**config.mk**
```make
export PLATFORM = sky130hd
export DESIGN_NAME = control_unit_flat
export DESIGN_NICKNAME = d
export VERILOG_FILES = /design/src/rtl/control_unit_if.sv /design/src/rtl/control_unit.sv /design/src/flat_wrapper.sv
export SDC_FILE = /design/constraint.sdc
export NUM_CORES = 1
export LEC_CHECK = 0
export CAP_MARGIN = 25
export CORE_MARGIN = 2
export CORE_UTILIZATION = 38
export DETAILED_ROUTE_END_ITERATION = 7
export PLACE_DENSITY = 0.85
export SYNTH_ARGS = -nofsm -noshare
export SYNTH_HDL_FRONTEND = slang
export SYNTH_SLANG_ARGS = --single-unit
```
**constraint.sdc**
```tcl
create_clock -name clock -period 5.2 [get_ports clock]
set_clock_uncertainty 0.2 [all_clocks]
set_input_delay 0.78 -clock clock [delete_from_list [all_inputs] [get_ports clock]]
set_output_delay 0.78 -clock clock [all_outputs]
set_load 0.05 [all_outputs]
```
**src/rtl/control_unit_if.sv**
```systemverilog
// Control bundle between the multicycle control FSM and the datapath:
// IR fields and the zero flag going in, enables/selects/debug state coming out.
interface control_unit_if;
  logic [6:0] opcode;
  logic [2:0] funct3;
  logic [6:0] funct7;
  logic       zero;
  logic [6:0] estado;
  logic       PCWrite;
  logic       IMemRead;
  logic       LoadIR;
  logic       LoadOldPC;
  logic       LoadA;
  logic       LoadB;
  logic       LoadAluOut;
  logic       LoadMDR;
  logic       DMemWr;
  logic       RegWrite;
  logic [1:0] AluSrcA;
  logic [1:0] AluSrcB;
  logic [2:0] AluFct;
  logic       PCSrc;
  logic [1:0] MemToReg;
  logic       illegal;

  modport master (
    input  opcode, funct3, funct7, zero,
    output estado, PCWrite, IMemRead, LoadIR, LoadOldPC, LoadA, LoadB, LoadAluOut,
           LoadMDR, DMemWr, RegWrite, AluSrcA, AluSrcB, AluFct, PCSrc, MemToReg, illegal
  );

  modport slave (
    output opcode, funct3, funct7, zero,
    input  estado, PCWrite, IMemRead, LoadIR, LoadOldPC, LoadA, LoadB, LoadAluOut,
           LoadMDR, DMemWr, RegWrite, AluSrcA, AluSrcB, AluFct, PCSrc, MemToReg, illegal
  );
endinterface

```
**src/rtl/control_unit.sv**
```systemverilog
// Multicycle main control FSM for the RISC-V datapath (add, sub, addi, ld, sd, beq, bne, lui).
// Outputs are Moore-decoded from the state register; only PCWrite in BRANCH depends on zero.
module control_unit (
  input  logic          clock,
  input  logic          reset,
  control_unit_if.master cu
);

  typedef enum logic [6:0] {
    RESET    = 7'd0,
    FETCH1   = 7'd1,
    FETCH2   = 7'd2,
    DECODE   = 7'd3,
    EXEC_R   = 7'd4,
    EXEC_I   = 7'd5,
    WB_ALU   = 7'd6,
    MEM_ADDR = 7'd7,
    LD_READ  = 7'd8,
    LD_WB    = 7'd9,
    SD_WRITE = 7'd10,
    BRANCH   = 7'd11,
    LUI      = 7'd12,
    ILLEGAL  = 7'd127
  } state_e;

  localparam logic [6:0] OP_R    = 7'b0110011;
  localparam logic [6:0] OP_I    = 7'b0010011;
  localparam logic [6:0] OP_LD   = 7'b0000011;
  localparam logic [6:0] OP_SD   = 7'b0100011;
  localparam logic [6:0] OP_BR   = 7'b1100011;
  localparam logic [6:0] OP_LUI  = 7'b0110111;

  localparam logic [2:0] FCT_ADD = 3'b001;
  localparam logic [2:0] FCT_SUB = 3'b010;

  state_e state_q, state_d;

  always_ff @(posedge clock or posedge reset) begin
    if (reset) state_q <= RESET;
    else       state_q <= state_d;
  end

  always_comb begin
    state_d = state_q;
    case (state_q)
      RESET:  state_d = FETCH1;
      FETCH1: state_d = FETCH2;
      FETCH2: state_d = DECODE;
      DECODE: begin
        case (cu.opcode)
          OP_R:   state_d = (cu.funct3 == 3'b000 &&
                             (cu.funct7 == 7'b0000000 || cu.funct7 == 7'b0100000))
                            ? EXEC_R : ILLEGAL;
          OP_I:   state_d = (cu.funct3 == 3'b000) ? EXEC_I : ILLEGAL;
          OP_LD,
          OP_SD:  state_d = (cu.funct3 == 3'b011) ? MEM_ADDR : ILLEGAL;
          OP_BR:  state_d = (cu.funct3 == 3'b000 || cu.funct3 == 3'b001) ? BRANCH : ILLEGAL;
          OP_LUI: state_d = LUI;
          default: state_d = ILLEGAL;
        endcase
      end
      EXEC_R, EXEC_I: state_d = WB_ALU;
      MEM_ADDR: state_d = (cu.opcode == OP_LD) ? LD_READ : SD_WRITE;
      LD_READ:  state_d = LD_WB;
      WB_ALU, LD_WB, SD_WRITE, BRANCH, LUI: state_d = FETCH1;
      ILLEGAL:  state_d = ILLEGAL;
      default:  state_d = ILLEGAL;
    endcase
  end

  always_comb begin
    cu.estado     = state_q;
    cu.PCWrite    = 1'b0;
    cu.IMemRead   = 1'b0;
    cu.LoadIR     = 1'b0;
    cu.LoadOldPC  = 1'b0;
    cu.LoadA      = 1'b0;
    cu.LoadB      = 1'b0;
    cu.LoadAluOut = 1'b0;
    cu.LoadMDR    = 1'b0;
    cu.DMemWr     = 1'b0;
    cu.RegWrite   = 1'b0;
    cu.AluSrcA    = '0;
    cu.AluSrcB    = '0;
    cu.AluFct     = '0;
    cu.PCSrc      = 1'b0;
    cu.MemToReg   = '0;
    cu.illegal    = 1'b0;
    case (state_q)
      FETCH2: begin
        cu.LoadIR    = 1'b1;
        cu.LoadOldPC = 1'b1;
        cu.PCWrite   = 1'b1;
        cu.AluSrcA   = 2'b00;
        cu.AluSrcB   = 2'b01;
        cu.AluFct    = FCT_ADD;
      end
      DECODE: begin
        cu.LoadA      = 1'b1;
        cu.LoadB      = 1'b1;
        cu.LoadAluOut = 1'b1;
        cu.AluSrcA    = 2'b10;
        cu.AluSrcB    = 2'b10;
        cu.AluFct     = FCT_ADD;
      end
      EXEC_R: begin
        cu.AluSrcA    = 2'b01;
        cu.AluSrcB    = 2'b00;
        cu.LoadAluOut = 1'b1;
        cu.AluFct     = cu.funct7[5] ? FCT_SUB : FCT_ADD;
      end
      EXEC_I, MEM_ADDR: begin
        cu.AluSrcA    = 2'b01;
        cu.AluSrcB    = 2'b10;
        cu.AluFct     = FCT_ADD;
        cu.LoadAluOut = 1'b1;
      end
      WB_ALU: cu.RegWrite = 1'b1;
      LD_READ: cu.LoadMDR = 1'b1;
      LD_WB: begin
        cu.RegWrite = 1'b1;
        cu.MemToReg = 2'b01;
      end
      SD_WRITE: cu.DMemWr = 1'b1;
      BRANCH: begin
        // Compare-and-redirect: ALU does A-B for zero, PC loads the target held in AluOut.
        cu.AluSrcA = 2'b01;
        cu.AluSrcB = 2'b00;
        cu.AluFct  = FCT_SUB;
        cu.PCSrc   = 1'b1;
        cu.PCWrite = (cu.funct3 == 3'b000 &&  cu.zero) ||
                     (cu.funct3 == 3'b001 && !cu.zero);
      end
      LUI: begin
        cu.RegWrite = 1'b1;
        cu.MemToReg = 2'b10;
      end
      ILLEGAL: cu.illegal = 1'b1;
      default: ;
    endcase
  end

endmodule

```
**src/flat_wrapper.sv**
```systemverilog
// flat-port wrapper written by rule: the top's interface ports become plain ports
module control_unit_flat 
  (clock, reset, cu_opcode, cu_funct3, cu_funct7, cu_zero, cu_estado, cu_PCWrite, cu_IMemRead, cu_LoadIR, cu_LoadOldPC, cu_LoadA, cu_LoadB, cu_LoadAluOut, cu_LoadMDR, cu_DMemWr, cu_RegWrite, cu_AluSrcA, cu_AluSrcB, cu_AluFct, cu_PCSrc, cu_MemToReg, cu_illegal);
  control_unit_if cu_i ();
  input  logic clock;
  input  logic reset;
  input wire logic [$bits(cu_i.opcode)-1:0] cu_opcode;
  input wire logic [$bits(cu_i.funct3)-1:0] cu_funct3;
  input wire logic [$bits(cu_i.funct7)-1:0] cu_funct7;
  input wire logic [$bits(cu_i.zero)-1:0] cu_zero;
  output wire logic [$bits(cu_i.estado)-1:0] cu_estado;
  output wire logic [$bits(cu_i.PCWrite)-1:0] cu_PCWrite;
  output wire logic [$bits(cu_i.IMemRead)-1:0] cu_IMemRead;
  output wire logic [$bits(cu_i.LoadIR)-1:0] cu_LoadIR;
  output wire logic [$bits(cu_i.LoadOldPC)-1:0] cu_LoadOldPC;
  output wire logic [$bits(cu_i.LoadA)-1:0] cu_LoadA;
  output wire logic [$bits(cu_i.LoadB)-1:0] cu_LoadB;
  output wire logic [$bits(cu_i.LoadAluOut)-1:0] cu_LoadAluOut;
  output wire logic [$bits(cu_i.LoadMDR)-1:0] cu_LoadMDR;
  output wire logic [$bits(cu_i.DMemWr)-1:0] cu_DMemWr;
  output wire logic [$bits(cu_i.RegWrite)-1:0] cu_RegWrite;
  output wire logic [$bits(cu_i.AluSrcA)-1:0] cu_AluSrcA;
  output wire logic [$bits(cu_i.AluSrcB)-1:0] cu_AluSrcB;
  output wire logic [$bits(cu_i.AluFct)-1:0] cu_AluFct;
  output wire logic [$bits(cu_i.PCSrc)-1:0] cu_PCSrc;
  output wire logic [$bits(cu_i.MemToReg)-1:0] cu_MemToReg;
  output wire logic [$bits(cu_i.illegal)-1:0] cu_illegal;
  assign cu_i.opcode = cu_opcode;
  assign cu_i.funct3 = cu_funct3;
  assign cu_i.funct7 = cu_funct7;
  assign cu_i.zero = cu_zero;
  assign cu_estado = cu_i.estado;
  assign cu_PCWrite = cu_i.PCWrite;
  assign cu_IMemRead = cu_i.IMemRead;
  assign cu_LoadIR = cu_i.LoadIR;
  assign cu_LoadOldPC = cu_i.LoadOldPC;
  assign cu_LoadA = cu_i.LoadA;
  assign cu_LoadB = cu_i.LoadB;
  assign cu_LoadAluOut = cu_i.LoadAluOut;
  assign cu_LoadMDR = cu_i.LoadMDR;
  assign cu_DMemWr = cu_i.DMemWr;
  assign cu_RegWrite = cu_i.RegWrite;
  assign cu_AluSrcA = cu_i.AluSrcA;
  assign cu_AluSrcB = cu_i.AluSrcB;
  assign cu_AluFct = cu_i.AluFct;
  assign cu_PCSrc = cu_i.PCSrc;
  assign cu_MemToReg = cu_i.MemToReg;
  assign cu_illegal = cu_i.illegal;
  control_unit u_core (.clock(clock), .reset(reset), .cu(cu_i));
endmodule
```
==> metrics, run 1 <==
Global Route Usage Sum=19.9%; max cap viols=0; unrepaired setup endpoints after global routing=no; Final period util=66.4%; Root Driver=clkbuf_4; Top FF cell, synth=dfrtp_1; sequential area share after synthesis=17.1%; FMAX=0.290 GHz; crit start category=register; Critical Path AT=2.47 ns; clk slew on worst S/H paths=0.05 ns; Num CTS Buffers=3; setup_tns=0 ns; outcome=complete, no violations; PwrDens=96.6 nW/µm²; port bufs=45; post-layout util=65.6%; largest net degree at the start of global routing=20; CTS tree=built; worst-path fanout max=17; detailed placer's ending HPWL=1710 µm; Rows=15; area grow syn2layout=58.1%; Post-Synth XOR/XNOR Area=2.39%; worst slew pin tran=0.513 ns; synth unique cells=43; Die Ht=47.9 µm; largest family of logic cells by synthesized area=simple AND/OR/NAND/NOR gates; worst path cell trace=or2_1 -> or3_4 -> inv_2 -> clkdlybuf4s50_1; Hold Vio Cnt, Final=0; Synth Warn #=0; die width=47.9 µm; mux cell area share after synthesis=0%; Via density=5.46; EDFF count, synth=0; total congestion overflow=0; CP Buf/Inv Count=2; Leak=0.399 nW; synthesized cell area=732 µm²; # DRC=0; Antenna Cells=0; first-pass GRT wire length=3230 µm; antenna viol nets, final=0; asr flop ratio synth=100%; Reg power frac=34.9%; die area=2290 µm²; Nets=160; antenna violations before repair=0; Placer Congestion=0.821; FF+latch count, synth=5; H-tree levels=1; Area contributors post-synth=dfrtp_1 (17%), nor3_1 (6.8%), buf_4 (6.2%), nor2_1 (5.1%), a31oi_1 (4.3%); switch share=25.9%; Starting Density=41.5%; post-synthesis simple-gate area fraction=37.9%; routed vias=895; routed len/inst=12.9 µm; Post-CTS Resized=0; most frequent cells in the layout=clkdlybuf4s50_1 (45), nor3_1 (10), nor2_1 (10), a31oi_1 (5), dfrtp_1 (5); max FFs per register=5; core area=1760 µm²; # clock sinks=5; Min-Delay Path Class=in -> async; CP Class=reg -> out; Worst setup EP type=output pin; Routed WL=2110 µm; I/O pin cnt=48; fin crit period=3.45 ns; clock share of power=39.5%; Compound-Gate Fraction of Synth Area=24.8%; DR pass1 iterations=4; most common cell after layout, fill and taps aside=clkdlybuf4s50_1; top cell type's share of synthesized area=17.1%; cell accounting for the most synthesized area=dfrtp_1; CTS max path bufs=2; clk_lat worst skew=0.24 ns; Pins Over Slew Limit=0; Crit. Startpoint=u_core.cu.estado[5]$_DFF_PP0_; Finish-stage setup viols=0; CP top delay family=buffers and inverters; Post-CTS Hold Fix Bufs=0; Pint=82.8 µW; post-CTS setup buffers=0; Switch Pwr=28.9 µW; Max stage delay on crit path=0.81 ns; worst reg2reg path startpoint=u_core.cu.estado[5]$_DFF_PP0_; Syn Inst Count=102; Combinational Power Share=25.6%; vias in the first global route=741; Synth Area in Adders=2.74%; Rel. slew slack=65.7%; 1st-iter DRT viols=21; syn_area_per_cell=7.18 µm²; peak supply drop=0.0000554 V; Required @ worst endpoint=4.22 ns; ratio of cells with drive above 1 in the final layout=7.19%; Crit-path slowest cell=clkdlybuf4s50_1
==> path summary, 6_finish.rpt <==
check	end	depth (start not counted)	slack, ns
hold reg to reg	u_core.cu.estado[5]$_DFF_PP0_	2	0.63
setup reg to reg	u_core.cu.estado[5]$_DFF_PP0_	5	3.36
setup / recovery	cu_LoadA	4	1.75
min in group clock	u_core.cu.estado[5]$_DFF_PP0_	2	0.63
max in group asynchronous	u_core.cu.estado[3]$_DFF_PP0_	2	4.08
hold / removal	u_core.cu.estado[0]$_DFF_PP0_	2	0.54
==> power groups by stage <==
stage	combinational [mW]	clock, mW	sequential [mW]
floorplan	0.0114	0	0.0396
global route	0.0308	0.0502	0.0390
detailed placement	0.0285	0	0.0396
finish	0.0286	0.0442	0.0390
CTS	0.0286	0.0455	0.0390
global placement	0.0275	0	0.0396
==> logic make-up (layout without fill, tap and decap cells) <==
family / Yosys count / count (layout)
AO/OA/AOI/OAI: 26 / 26
XOR/XNOR: 2 / 2
adder cells (fa/ha/maj): 2 / 2
buffers and inverters: 18 / 54
flip-flops: 5 / 5
other: 1 / 2
AND/OR/NAND/NOR: 48 / 48
==> layer usage <==
layer	track usage, %	share of wire (%)	up-vias
met5	0	0	-
met4	4.86	0	0
met3	4.91	5.8	0
met2	33.9	50	35
met1	25.1	44	413
li1	-	-	447
==> cell type report <==
cell class                      instances  area [µm²]
Sequential cell                         5         125
Clock inverter                          1        5.00
Fill cell                             162         607
Multi-Input combinational cell         80         504
Clock buffer                            3        22.5
Inverter                                5        18.8
Tap cell                               25        31.3
Timing Repair Buffer                   45         450
==> synth_stat cells (2+ instances only) <==
master,number
nor2_1,10
nor3_1,10
buf_4,6
a31oi_1,5
dfrtp_1,5
a21oi_1,4
clkbuf_1,4
nand2_1,4
o21ai_0,4
inv_1,3
nand2b_1,3
nor2b_1,3
nor4_1,3
a31o_1,2
buf_6,2
inv_2,2
maj3_1,2
nand4bb_1,2
nor4b_1,2
o31ai_1,2
or3_1,2
==> stage by stage <==
step / power (mW) / setup WS [ns] / area [µm²] / hold WS, ns / std cells
after floorplan: 0.0510 / 1.39 / 736 / 0.359 / 103
after global placement: 0.0671 / 1.82 / 1130 / 0.587 / 160
after detailed placement: 0.0681 / 1.79 / 1130 / 0.589 / 160
after CTS: 0.113 / 1.75 / 1160 / 0.542 / 164
after global routing: 0.120 / 1.60 / 1160 / 0.565 / 164
final: 0.112 / 1.75 / 1160 / 0.539 / 164
No activity file was read; power rests on OpenSTA's default activity.
==> inputs of run 2 (changes only) <==
CORE_UTILIZATION = 32   (was 38)
PLACE_DENSITY = 0.77   (was 0.85)
clock period = 3.1 ns   (was 5.2 ns; I/O delays follow)
==> run 2 against run 1 <==
Effect of this change: hold slack lost 0.32 ns; first-iteration DRC count is 38% lower; clock power rose by 68%; global-route usage fell by 2.2 points; design area rose by 2.2%; sequential share of layout area is 0.23 points lower; count of clock-buffer cells in the layout up 1; total power grew 67%; combinational power rose by 66%; sequential power grew 68%; largest power group unchanged.
==> metrics, run 2 (same netlist as run 1, synthesis figures left out) <==
outcome=complete, no violations; Via density=5.29; most common cell after layout, fill and taps aside=clkdlybuf4s50_1; Root Driver=clkbuf_4; Final Instance Area=1180 µm²; antenna viol nets, final=0; PwrDens=158 nW/µm²; WHS=0.222 ns; Starting Density=33.4%; worst-path fanout max=17; antenna violations before repair=0; Global Route Usage Sum=17.7%; end of the critical path=cu_PCSrc; CTS max path bufs=2; Critical Path AT=2.24 ns; Post-CTS Hold Fix Bufs=0; Min-Delay Path Class=in -> async; routed vias=894; die area=2690 µm²; CP Class=reg -> out; Area after DPL=1160 µm²; Rel. slew slack=66.4%; Nets=162; area grow syn2layout=61.5%; clk slew on worst S/H paths=0.04 ns; most frequent cells in the layout=clkdlybuf4s50_1 (41), nor2_1 (10), nor3_1 (9), buf_4 (6); vias in the first global route=840; H-tree levels=1; CTS tree=built; # clock sinks=5; core area=2190 µm²; Antenna Cells=0; I/O pin cnt=48; # DRC=0; first-pass GRT wire length=3590 µm; Hold Vio Cnt, Final=0; Placer Congestion=0.850; Pwr Total=187 µW; unrepaired setup endpoints after global routing=no; post-CTS setup buffers=0; max FFs per register=5; Routed WL=2060 µm; Num CTS Buffers=3; worst reg2reg path startpoint=u_core.cu.estado[3]$_DFF_PP0_; ratio of cells with drive above 1 in the final layout=12.8%; clk_lat worst skew=0.24 ns; R2R Setup Slk=1.32 ns; total congestion overflow=0; Reg2Reg Capture Point=u_core.cu.estado[5]$_DFF_PP0_; Rows=17; detailed placer's ending HPWL=1690 µm; crit start category=register; die width=51.8 µm; max cap viols=0; 1st-iter DRT viols=13; routed len/inst=12.2 µm; Leak=0.415 nW; R2R depth=5; peak supply drop=0.0000957 V; largest net degree at the start of global routing=18; fin crit period=2.90 ns; port bufs=45; Crit. Startpoint=u_core.cu.estado[2]$_DFF_PP0_; Pins Over Slew Limit=0; Final period util=93.7%; Worst setup EP type=output pin; worst slew pin tran=0.502 ns; Die Ht=51.8 µm; Finish-stage setup viols=0; Post-CTS Resized=0; FMAX=0.344 GHz; DR pass1 iterations=4; Required @ worst endpoint=2.43 ns
==> run 2: power by group <==
part	switching, mW	internal, mW
clock	0.0255	0.0486
combinational	0.0206	0.0268
sequential	0	0.0655
total	0.0461	0.141
==> run 2: worst min path at each step <==
stage / endpoint / slack (ns) / cells past startpoint
after floorplan: u_core.cu.estado[0]$_DFF_PP0_ / 0.04 / 1
after global placement: u_core.cu.estado[1]$_DFF_PP0_ / 0.47 / 2
after detailed placement: u_core.cu.estado[0]$_DFF_PP0_ / 0.48 / 2
after CTS: u_core.cu.estado[1]$_DFF_PP0_ / 0.22 / 2
after global routing: u_core.cu.estado[1]$_DFF_PP0_ / 0.23 / 2
final: u_core.cu.estado[1]$_DFF_PP0_ / 0.22 / 2
==> run 2: layout make-up <==
type	instances	area, µm²
repair buffers	47	455
inverters	5	18.8
well taps	28	35.0
flip-flops and latches	5	125
multi-input cells	80	522
clock buffers	4	26.3
fillers	211	1010
==> run 2: through the flow <==
stage	std cells	setup WS, ns	util (%)	setup TNS [ns]
floorplan	103	-0.343	-	-0.343
global placement	165	0.409	52.8	0
detailed placement	165	0.373	52.8	0
CTS	169	0.186	54.0	0
global route	169	0.0521	54.0	0
finish	169	0.196	54.0	0
==> run 2: per-layer routing <==
metal | track usage, % | vias up | routed length (µm)
met2 | 30.0 | 29 | 1020
met4 | 9.65 | 0 | 42
met1 | 20.7 | 416 | 910
met3 | 3.45 | 6 | 88
met5 | 0 | - | 0
li1 | - | 443 | -
==> run 2: worst max-delay path, stage by stage, from the launching register on <==
cell,delay (ns)
dfrtp_1,0.53
nand2b_1,0.31
nor3_1,0.28
clkdlybuf4s50_1,0.87
==> inputs of run 3 (changes only) <==
CORE_ASPECT_RATIO = 1.2   (was not set)
==> run 3 against run 2 <==
Effect of this change: first-iteration DRC count is 7.7% higher; worst setup slack better by 0.026 ns; cell count is 1.2% higher; global-route usage is 0.76 points lower; wire length is 2.8% higher; design area is 0.21% higher; register-to-register slack worse by 0.07 ns; flip-flop and latch count stayed put; combinational power is 1% higher; sequential power hardly changed; sequential share of layout area hardly changed; highest routed layer unchanged.
==> metrics, run 3 (same netlist as run 1, synthesis figures left out) <==
outcome=complete, no violations; 1st-iter DRT viols=14; routed length on met3=148 µm; Post-CTS Hold Fix Bufs=0; Finish-stage setup viols=0; Nets=162; Starting Density=34.6%; DR pass1 iterations=4; Reg power frac=35.2%; H-tree levels=1; antenna violations before repair=0; ratio of cells with drive above 1 in the final layout=12.8%; Rows=18; Max stage delay on crit path=0.86 ns; CP top delay family=buffers and inverters; total congestion overflow=0; vias in the first global route=862; die width=47.7 µm; clk_lat worst skew=0.23 ns; Die Ht=56.4 µm; CTS max path bufs=2; Rel. slew slack=66.4%; clk slew on worst S/H paths=0.04 ns; switch share=24.2%; clock share of power=39.0%; detailed placer's ending HPWL=1700 µm; met2 WL=1070 µm; Leak=0.415 nW; Setup WS pre-CTS=0.406 ns; CP Class=reg -> out; # DRC=0; Pins Over Slew Limit=0; most frequent cells in the layout=clkdlybuf4s50_1 (41), nor2_1 (10), nor3_1 (9), buf_4 (6); Switch Pwr=45.1 µW; WHS=0.233 ns; crit start category=register; post-CTS setup buffers=0; Min-Delay Path Class=in -> async; worst setup margin=0.222 ns; Max Used Layer=met4; worst-path fanout max=17; max cap viols=0; Via density=5.32; core area=2120 µm²; Worst setup EP type=output pin; Routed WL=2120 µm; PwrDens=157 nW/µm²; area grow syn2layout=61.9%; routed len/inst=12.4 µm; worst slew pin tran=0.502 ns; Hold Vio Cnt, Final=0; Required @ worst endpoint=2.43 ns; die area=2690 µm²; max FFs per register=5; port bufs=45; fin crit period=2.88 ns; most common cell after layout, fill and taps aside=clkdlybuf4s50_1; CTS tree=built; worst path cell trace=nand2b_1 -> nor3_1 -> clkdlybuf4s50_1; Root Driver=clkbuf_4; peak supply drop=0.000141 V; Combinational Power Share=25.7%; post-layout util=56.0%; Num CTS Buffers=3; CP Buf/Inv Count=1; # clock sinks=5; Critical Path AT=2.21 ns; unrepaired setup endpoints after global routing=no; largest net degree at the start of global routing=18; Post-CTS Resized=0; FMAX=0.347 GHz; Final period util=92.9%; routed vias=909; Antenna Cells=0; antenna viol nets, final=0; Crit-path slowest cell=clkdlybuf4s50_1; Pint=141 µW; Global Route Usage Sum=16.9%; first-pass GRT wire length=3510 µm; Placer Congestion=0.845; M1 WL=862 µm; I/O pin cnt=48
## run 3: metal layers
| layer | up-vias | GRT usage, % |
|---|---|---|
| met5 | - | 0 |
| met4 | 0 | 6.95 |
| met3 | 6 | 2.89 |
| met2 | 45 | 27.8 |
| met1 | 409 | 20.8 |
| li1 | 449 | - |
## run 3: cell type report
type,count,area [µm²]
Inverter,5,18.8
Clock buffer,4,26.3
Timing Repair Buffer,47,455
Multi-Input combinational cell,80,522
Sequential cell,5,125
Fill cell,229,932
Tap cell,30,37.5
## run 3: metrics by stage
stage | std cells | instance area, µm² | setup TNS (ns) | total power [mW]
floorplan | 103 | 753 | -0.343 | 0.0856
global placement | 167 | 1160 | 0 | 0.113
detailed placement | 167 | 1160 | 0 | 0.114
CTS | 171 | 1180 | 0 | 0.188
global route | 171 | 1180 | 0 | 0.198
finish | 171 | 1180 | 0 | 0.186
## run 3: path summary, 6_finish.rpt
check                                              start                            end  slack, ns  cells past startpoint
min reg2reg                u_core.cu.estado[5]$_DFF_PP0_  u_core.cu.estado[5]$_DFF_PP0_       0.51                      3
min                                                reset  u_core.cu.estado[3]$_DFF_PP0_       0.23                      2
min in group clock         u_core.cu.estado[5]$_DFF_PP0_  u_core.cu.estado[5]$_DFF_PP0_       0.51                      3
max                        u_core.cu.estado[2]$_DFF_PP0_                       cu_PCSrc       0.22                      3
max reg2reg                u_core.cu.estado[3]$_DFF_PP0_  u_core.cu.estado[1]$_DFF_PP0_       1.25                      3
max in group asynchronous                          reset  u_core.cu.estado[1]$_DFF_PP0_       2.30                      2
## run 3: power groups by stage
stage                     Clock (mW)  Combinational [mW]  Sequential [mW]
after detailed placement           0              0.0477           0.0665
after floorplan                    0              0.0191           0.0665
after CTS                     0.0749              0.0478           0.0655
final                         0.0725              0.0479           0.0655
after global routing          0.0810              0.0514           0.0654
after global placement             0              0.0462           0.0665
